## config.mk

```make
export PLATFORM = sky130hd
export DESIGN_NAME = timing_ring
export DESIGN_NICKNAME = d
export VERILOG_FILES = /design/src/rtl/x2821_timing_pkg.sv /design/src/rtl/ring_onehot_check.sv /design/src/rtl/timing_ring.sv
export SDC_FILE = /design/constraint.sdc
export NUM_CORES = 1
export LEC_CHECK = 0
export ABC_AREA = 1
export BUFFER_PORTS_ARGS = -buffer_cell sky130_fd_sc_hd__buf_2
export CAP_MARGIN = 5
export CORE_AREA = 8 8 45 47
export CTS_BUF_LIST = sky130_fd_sc_hd__clkbuf_16
export CTS_CLUSTER_SIZE = 40
export DETAILED_ROUTE_END_ITERATION = 10
export DIE_AREA = 0 0 53 55
export SYNTH_ARGS = -nofsm -noshare
export SYNTH_HDL_FRONTEND = slang
export SYNTH_SLANG_ARGS = --single-unit
```

## constraint.sdc

```tcl
create_clock -name clk -period 1.3 [get_ports clk]
set_input_delay 0.195 -clock clk [delete_from_list [all_inputs] [get_ports clk]]
set_output_delay 0.195 -clock clk [all_outputs]
set_load 0.005 [all_outputs]
```

## src/rtl/x2821_timing_pkg.sv

```systemverilog
// Shared types and limits for the timing ring counter.
package x2821_timing_pkg;

    typedef enum logic {
        RING_WRAP = 1'b0,
        RING_STOP = 1'b1
    } ring_mode_t;

    localparam int unsigned STAGES_MAX = 32;

endpackage

```

## src/rtl/ring_onehot_check.sv

```systemverilog
// Independent one-hot ring kept in lockstep with the binary count; flags any disagreement.
// Only instantiated when TIMING_RING_ONEHOT_EN is defined.
module ring_onehot_check #(
    parameter int unsigned STAGES = 6,
    parameter int unsigned CW     = $clog2(STAGES)
) (
    input  logic              clk,
    input  logic              rst,
    input  logic              clear,
    input  logic              load,
    input  logic [CW-1:0]     load_val,
    input  logic              step,
    input  logic [CW-1:0]     count,
    output logic [STAGES-1:0] onehot,
    output logic              ring_err
);

    logic [STAGES-1:0] onehot_q;
    logic              ring_err_q;
    logic [STAGES-1:0] expected;

    assign expected = STAGES'(1) << count;

    always_ff @(posedge clk) begin
        if (rst) begin
            onehot_q   <= STAGES'(1);
            ring_err_q <= 1'b0;
        end else begin
            if (clear) begin
                onehot_q <= STAGES'(1);
            end else if (load) begin
                onehot_q <= STAGES'(1) << load_val;
            end else if (step) begin
                // Rotation is built separately from the binary path so the two can disagree.
                onehot_q <= {onehot_q[STAGES-2:0], onehot_q[STAGES-1]};
            end
            if (onehot_q != expected) begin
                ring_err_q <= 1'b1;
            end
        end
    end

    assign onehot   = onehot_q;
    assign ring_err = ring_err_q;

endmodule

```

## src/rtl/timing_ring.sv

```systemverilog
// Binary position counter over STAGES ring positions with wrap or stop-at-terminal behaviour.
// Define TIMING_RING_ONEHOT_EN to add the one-hot shadow ring and its mismatch flag.
module timing_ring
    import x2821_timing_pkg::*;
#(
    parameter int unsigned STAGES = 6,
    parameter ring_mode_t  MODE   = RING_WRAP,
    localparam int unsigned CW    = $clog2(STAGES)
) (
    input  logic              clk,
    input  logic              rst,
    input  logic              i_clear,
    input  logic              i_advance,
    input  logic              i_hold,
    input  logic              i_load,
    input  logic [CW-1:0]     i_load_val,
    output logic [CW-1:0]     o_count,
    output logic              o_terminal,
    output logic              o_carry,
`ifdef TIMING_RING_ONEHOT_EN
    output logic [STAGES-1:0] o_onehot,
    output logic              o_ring_err,
`endif
    output logic              o_load_err
);

    localparam logic [CW-1:0] LAST = CW'(STAGES - 1);

    if (STAGES < 2 || STAGES > STAGES_MAX) begin : g_bad_stages
        $error("timing_ring: STAGES out of range");
    end

    logic [CW-1:0] count_q, count_d;
    logic          carry_q, carry_d;
    logic          load_err_q, load_err_d;
    logic          load_ok;

    assign load_ok = 32'(i_load_val) < STAGES;

    always_comb begin
        count_d    = count_q;
        carry_d    = 1'b0;
        load_err_d = 1'b0;
        if (i_clear) begin
            count_d = '0;
        end else if (i_load) begin
            if (load_ok) begin
                count_d = i_load_val;
            end else begin
                load_err_d = 1'b1;
            end
        end else if (i_advance && !i_hold) begin
            if (count_q == LAST) begin
                if (MODE == RING_WRAP) begin
                    count_d = '0;
                    carry_d = 1'b1;
                end
            end else begin
                count_d = count_q + CW'(1);
            end
        end
    end

    always_ff @(posedge clk) begin
        if (rst) begin
            count_q    <= '0;
            carry_q    <= 1'b0;
            load_err_q <= 1'b0;
        end else begin
            count_q    <= count_d;
            carry_q    <= carry_d;
            load_err_q <= load_err_d;
        end
    end

    assign o_count    = count_q;
    assign o_terminal = (count_q == LAST);
    assign o_carry    = carry_q;
    assign o_load_err = load_err_q;

`ifdef TIMING_RING_ONEHOT_EN
    logic oh_load;
    logic oh_step;

    assign oh_load = !i_clear && i_load && load_ok;
    assign oh_step = !i_clear && !i_load && !i_hold && i_advance &&
                     !(MODE == RING_STOP && count_q == LAST);

    ring_onehot_check #(
        .STAGES (STAGES),
        .CW     (CW)
    ) u_check (
        .clk      (clk),
        .rst      (rst),
        .clear    (i_clear),
        .load     (oh_load),
        .load_val (i_load_val),
        .step     (oh_step),
        .count    (count_q),
        .onehot   (o_onehot),
        .ring_err (o_ring_err)
    );
`endif

endmodule

```

* Word level (Yosys, flattened, before mapping) *
Cells that the tools add are included.

storage, ports and cells
  flip-flop bits (word level) = 5
  input port bits = 9
  output and inout bits = 6
  logic and storage cells = 22

cells by class
  add/subtract/negate cells = 1
  magnitude comparators = 1
  equality and inequality tests = 2
  multiplexer cells = 6
  bitwise gates (word level) = 2
  reduce and logical (&&, ||, !) cells = 7

operators with widths
  kind                                                    count
  2-to-1 mux 3 bit                                        4
  OR reduction 4 bit                                      1
  adder 3 x 1 -> 3 bit (second input constant)            1
  equality test 3 bit (second input constant)             1
  < comparator 3 bit (second input constant)              1
  OR reduction 3 bit                                      1
  2-to-1 mux 1 bit                                        2
  inequality test 2 x 1 -> 1 bit (second input constant)  1
  NOT 1 bit                                               2
  AND reduction 2 bit                                     1
  nonzero test 2 bit                                      1
  OR reduction 2 bit                                      1
  logical AND 1 bit                                       1
  zero test 1 bit                                         1

* Depth between registers and ports, before layout *
  depth after elaboration = 4
  gate-level depth with buffers = 6
  depth with buffers taken out = 6

* Worst setup path before layout *
OpenSTA, ideal clock, no wires.

  path type = register to register
  from = reg count_q[0], in the netlist o_count[0]
  to = reg count_q[1], in the netlist o_count[1]
  library setup time = 111 ps
  arrival = 706 ps
  required time = 1189 ps
  path slack = 483 ps
  cell stages (with the launch flop) = 6
  path buffers = 0
  clock period less this slack = 817 ps
  cell sequence = dfxtp_1 > nand2_1 > nand2_1 > nor2_1 > nor2_1 > nor2_1

between the ends
  word-level cells in the longest chain between the ends = 4
  elaborated cells on any way between the ends = 5
  classes of those cells = 1 x add/sub; 1 x eq/ne; 3 x mux

ends and longest elaborated chain
  what                                                         RTL line                              text
  start, declared                                              timing_ring.sv:33                     logic [CW-1:0] count_q, count_d;
  start signal, assigned                                       timing_ring.sv:70                     count_q <= count_d;
  adder 3 x 1 -> 3 bit or equality test 3 bit (tied branches)  timing_ring.sv:59, timing_ring.sv:53
  2-to-1 mux 3 bit *                                           timing_ring.sv:53                     if (count_q == LAST) begin
  2-to-1 mux 3 bit *                                           timing_ring.sv:52                     end else if (i_advance && !i_hold) begin
  2-to-1 mux 3 bit *                                           timing_ring.sv:46                     end else if (i_load) begin

Mark *: on every way between the ends. The rest lies on a longest branch, timed or not. The select of a mux whose other input is x is not followed.
A chain may end at the register's enable or synchronous reset.

* Worst setup path in the final report *
  from = reg count_q[0], in the netlist o_count[0]
  to = out o_terminal

between the ends
  word-level cells in the longest chain between the ends = 1

ends and longest elaborated chain
  what                 RTL line           text
  equality test 3 bit  timing_ring.sv:77  assign o_terminal = (count_q == LAST);
  end, declared        timing_ring.sv:18  output logic o_terminal,

No other way between the ends.

==> results.cfg <==
[clock_tree]
htree_num_levels = 1
clk_pin_slew_worst_paths_ns = 0.03
cts_resized = 0
clock_sinks = 5
cts_max_path_buffers = 2
ctsHoldBuffers = 0
insertion_delay_ns = 0.23
cts_setup_buffers = 0
cts-root-buf = clkbuf_16
cts_tree = done
cts_buffers = 3

[sta]
finalHoldViolCount = 0
fmax_ghz = 0.874
setup_viol = 0
rsz0062_at_grt = false
period_needed_ns = 1.14
finalSetupTns_ns = 0
relSlewSlack_pct = 83.1
fin_crit_sh_pct = 88.0
drv_slew = 0
worst_slew_pin_slew_ns = 0.253
skew_ns = 0.000776

[setup_path]
cpLargestDelayFamily = flip-flops
rr_worst_depth = 5
cp_num_buf_inv = 2
crit_path_end_kind = output pin
r2r_start = o_count[0]$_SDFFE_PP0P_
reg2reg_slack_ns = 0.40
cp_cell_sequence = nand3_1, inv_1, buf_2
crit_type = reg2out
arrival_ns = 0.95
r2r_end = o_count[1]$_SDFFE_PP0P_
startpoint_type = flop
crit_slowest_cell = dfxtp_1
cpPeakStageDelay_ns = 0.43
crit_fanout = 7
crit_required_ns = 1.11

[synthesis]
yosys_warnings = 0
synth_area_leaders = dfxtp_1 (35%), nand2_1 (23%), nor2_1 (13%)
ys_seq_elements = 5
postSynthCellCount = 51
syn-cell-area_um2 = 289
syn_avg_cell_area_um2 = 5.67
post-synth-top-area-cell = dfxtp_1
synth.top_cell.area_share_pct = 34.6
synth_nets = 60
netlist-cell-type-count = 10
ys_seq_area_share_pct = 34.6

[finish]
layout-drive-gt1-share_pct = 29.0
fillers = 155
diodes = 0
areaGrowthSynthToFinish_pct = 58.4
multi_input_area_um2 = 151
mostFrequentLayoutCell = nand2_1
fin_nets = 79
regArea_um2 = 100
stdcell_area_um2 = 458
post-route-util_pct = 33.1
most-common-layout-cells = nand2_1 (18), buf_2 (14), inv_1 (10), nor2_1 (10), dfxtp_1 (5)

[die]
dieArea_mm2 = 0.00292
dieWidth_um = 53
ioPinCount = 15
start_util_pct = 20.9
die_height_um = 55
core_area_mm2 = 0.00138
rows = 14

[grt]
grt_pass1_wl_mm = 1.26
grt_max_degree = 8
grt_overflow = 0
grt_usage_pct = 6.40
antenna_found_initial = 0
grt_pass1_vias = 321

[detailed_routing]
wirelength_um = 724
drt_pass1_iterations = 4
vias_per_cell = 4.01
route.detailed.drc = 0
drt_iter0_drc = 6
wl_per_cell_um = 8.52
vias = 341
drt.antenna.violating_nets = 0

[power]
power_mw = 0.728
p_per_area_mw_per_mm2 = 1590
ir_drop_uv = 766
p_leak_nw = 0.271

[place]
portBuffers = 14
dp_hpwl_um = 613
place_congestion = 0.777
placed_cell_area_um2 = 379

[worst_hold_path]
hold_path_end = o_load_err$_SDFF_PP0_
hp-class = in2reg
min_delay_path_depth = 3
hold_path.startpoint = i_load_val[2]

[outcome]
run_status = finished clean

[job]
drv_cap = 0
## worst max-delay path by stage
stage                                       start                 endpoint  cells past startpoint
after global placement    o_count[0]$_SDFFE_PP0P_               o_terminal                      3
after CTS                 o_count[0]$_SDFFE_PP0P_               o_terminal                      3
after global routing      o_count[0]$_SDFFE_PP0P_               o_terminal                      3
after detailed placement  o_count[0]$_SDFFE_PP0P_               o_terminal                      3
after floorplan           o_count[0]$_SDFFE_PP0P_  o_count[1]$_SDFFE_PP0P_                      5
final                     o_count[0]$_SDFFE_PP0P_               o_terminal                      3
## area by class of cell
cell class | count | area share, %
Clock inverter | 1 | 0.820
Clock buffer | 3 | 16.4
Tap cell | 16 | 4.37
Inverter | 10 | 8.20
Multi-Input combinational cell | 36 | 33.1
Sequential cell | 5 | 21.9
Timing Repair Buffer | 14 | 15.3
## per-layer routing
| metal | up-vias | part of all wire, % | routed length (um) | global-route usage [%] |
|---|---|---|---|---|
| li1 | 188 | - | - | - |
| met1 | 141 | 35 | 254 | 5.02 |
| met2 | 10 | 49 | 352 | 10.2 |
| met3 | 2 | 13 | 95 | 5.35 |
| met4 | 0 | 2.9 | 21 | 5.17 |
| met5 | - | 0 | 0 | 0 |
## flip-flops by register name, summed over array words and instances, names as in the netlist
signal and cells:
o_load_err 1, o_carry 1, o_count 3
## report_power, final
group / switching (mW) / leakage [nW] / internal, mW
registers: 0.00514 / 0.0406 / 0.159
logic: 0.0360 / 0.188 / 0.0286
clock network: 0.101 / 0.0423 / 0.398
## cell usage after synthesis
cell     instances
a21oi_1          1
dfxtp_1          5
inv_1            9
inv_2            1
nand2_1         18
nand2_2          1
nand3_1          3
nand3_2          1
nor2_1          10
nor3_1           2
## cells by family after synthesis
kind of cell	share of synthesized area [%]
AOI/OAI and AO/OA	1.73
and+or+nand+nor	50.6
DFF	34.6
buffers and inverters	13.0
## through the flow
| step | hold slack [ns] | worst slack [ns] | cells |
|---|---|---|---|
| 6_report | 0.235 | 0.156 | 85 |
| 5_1_grt | 0.258 | 0.0454 | 85 |
| 4_1_cts | 0.234 | 0.148 | 85 |
| 3_5_place_dp | 0.472 | 0.390 | 81 |
| 3_3_place_gp | 0.471 | 0.394 | 81 |
| 2_1_floorplan | 0.335 | 0.483 | 51 |
## tightest hold or removal path: cells and delay by family
kind	cells	cell delay (ns)
AND/OR/NAND/NOR	2	0.12
buffers and inverters	1	0.10
Power figures use the tool's default switching activity.
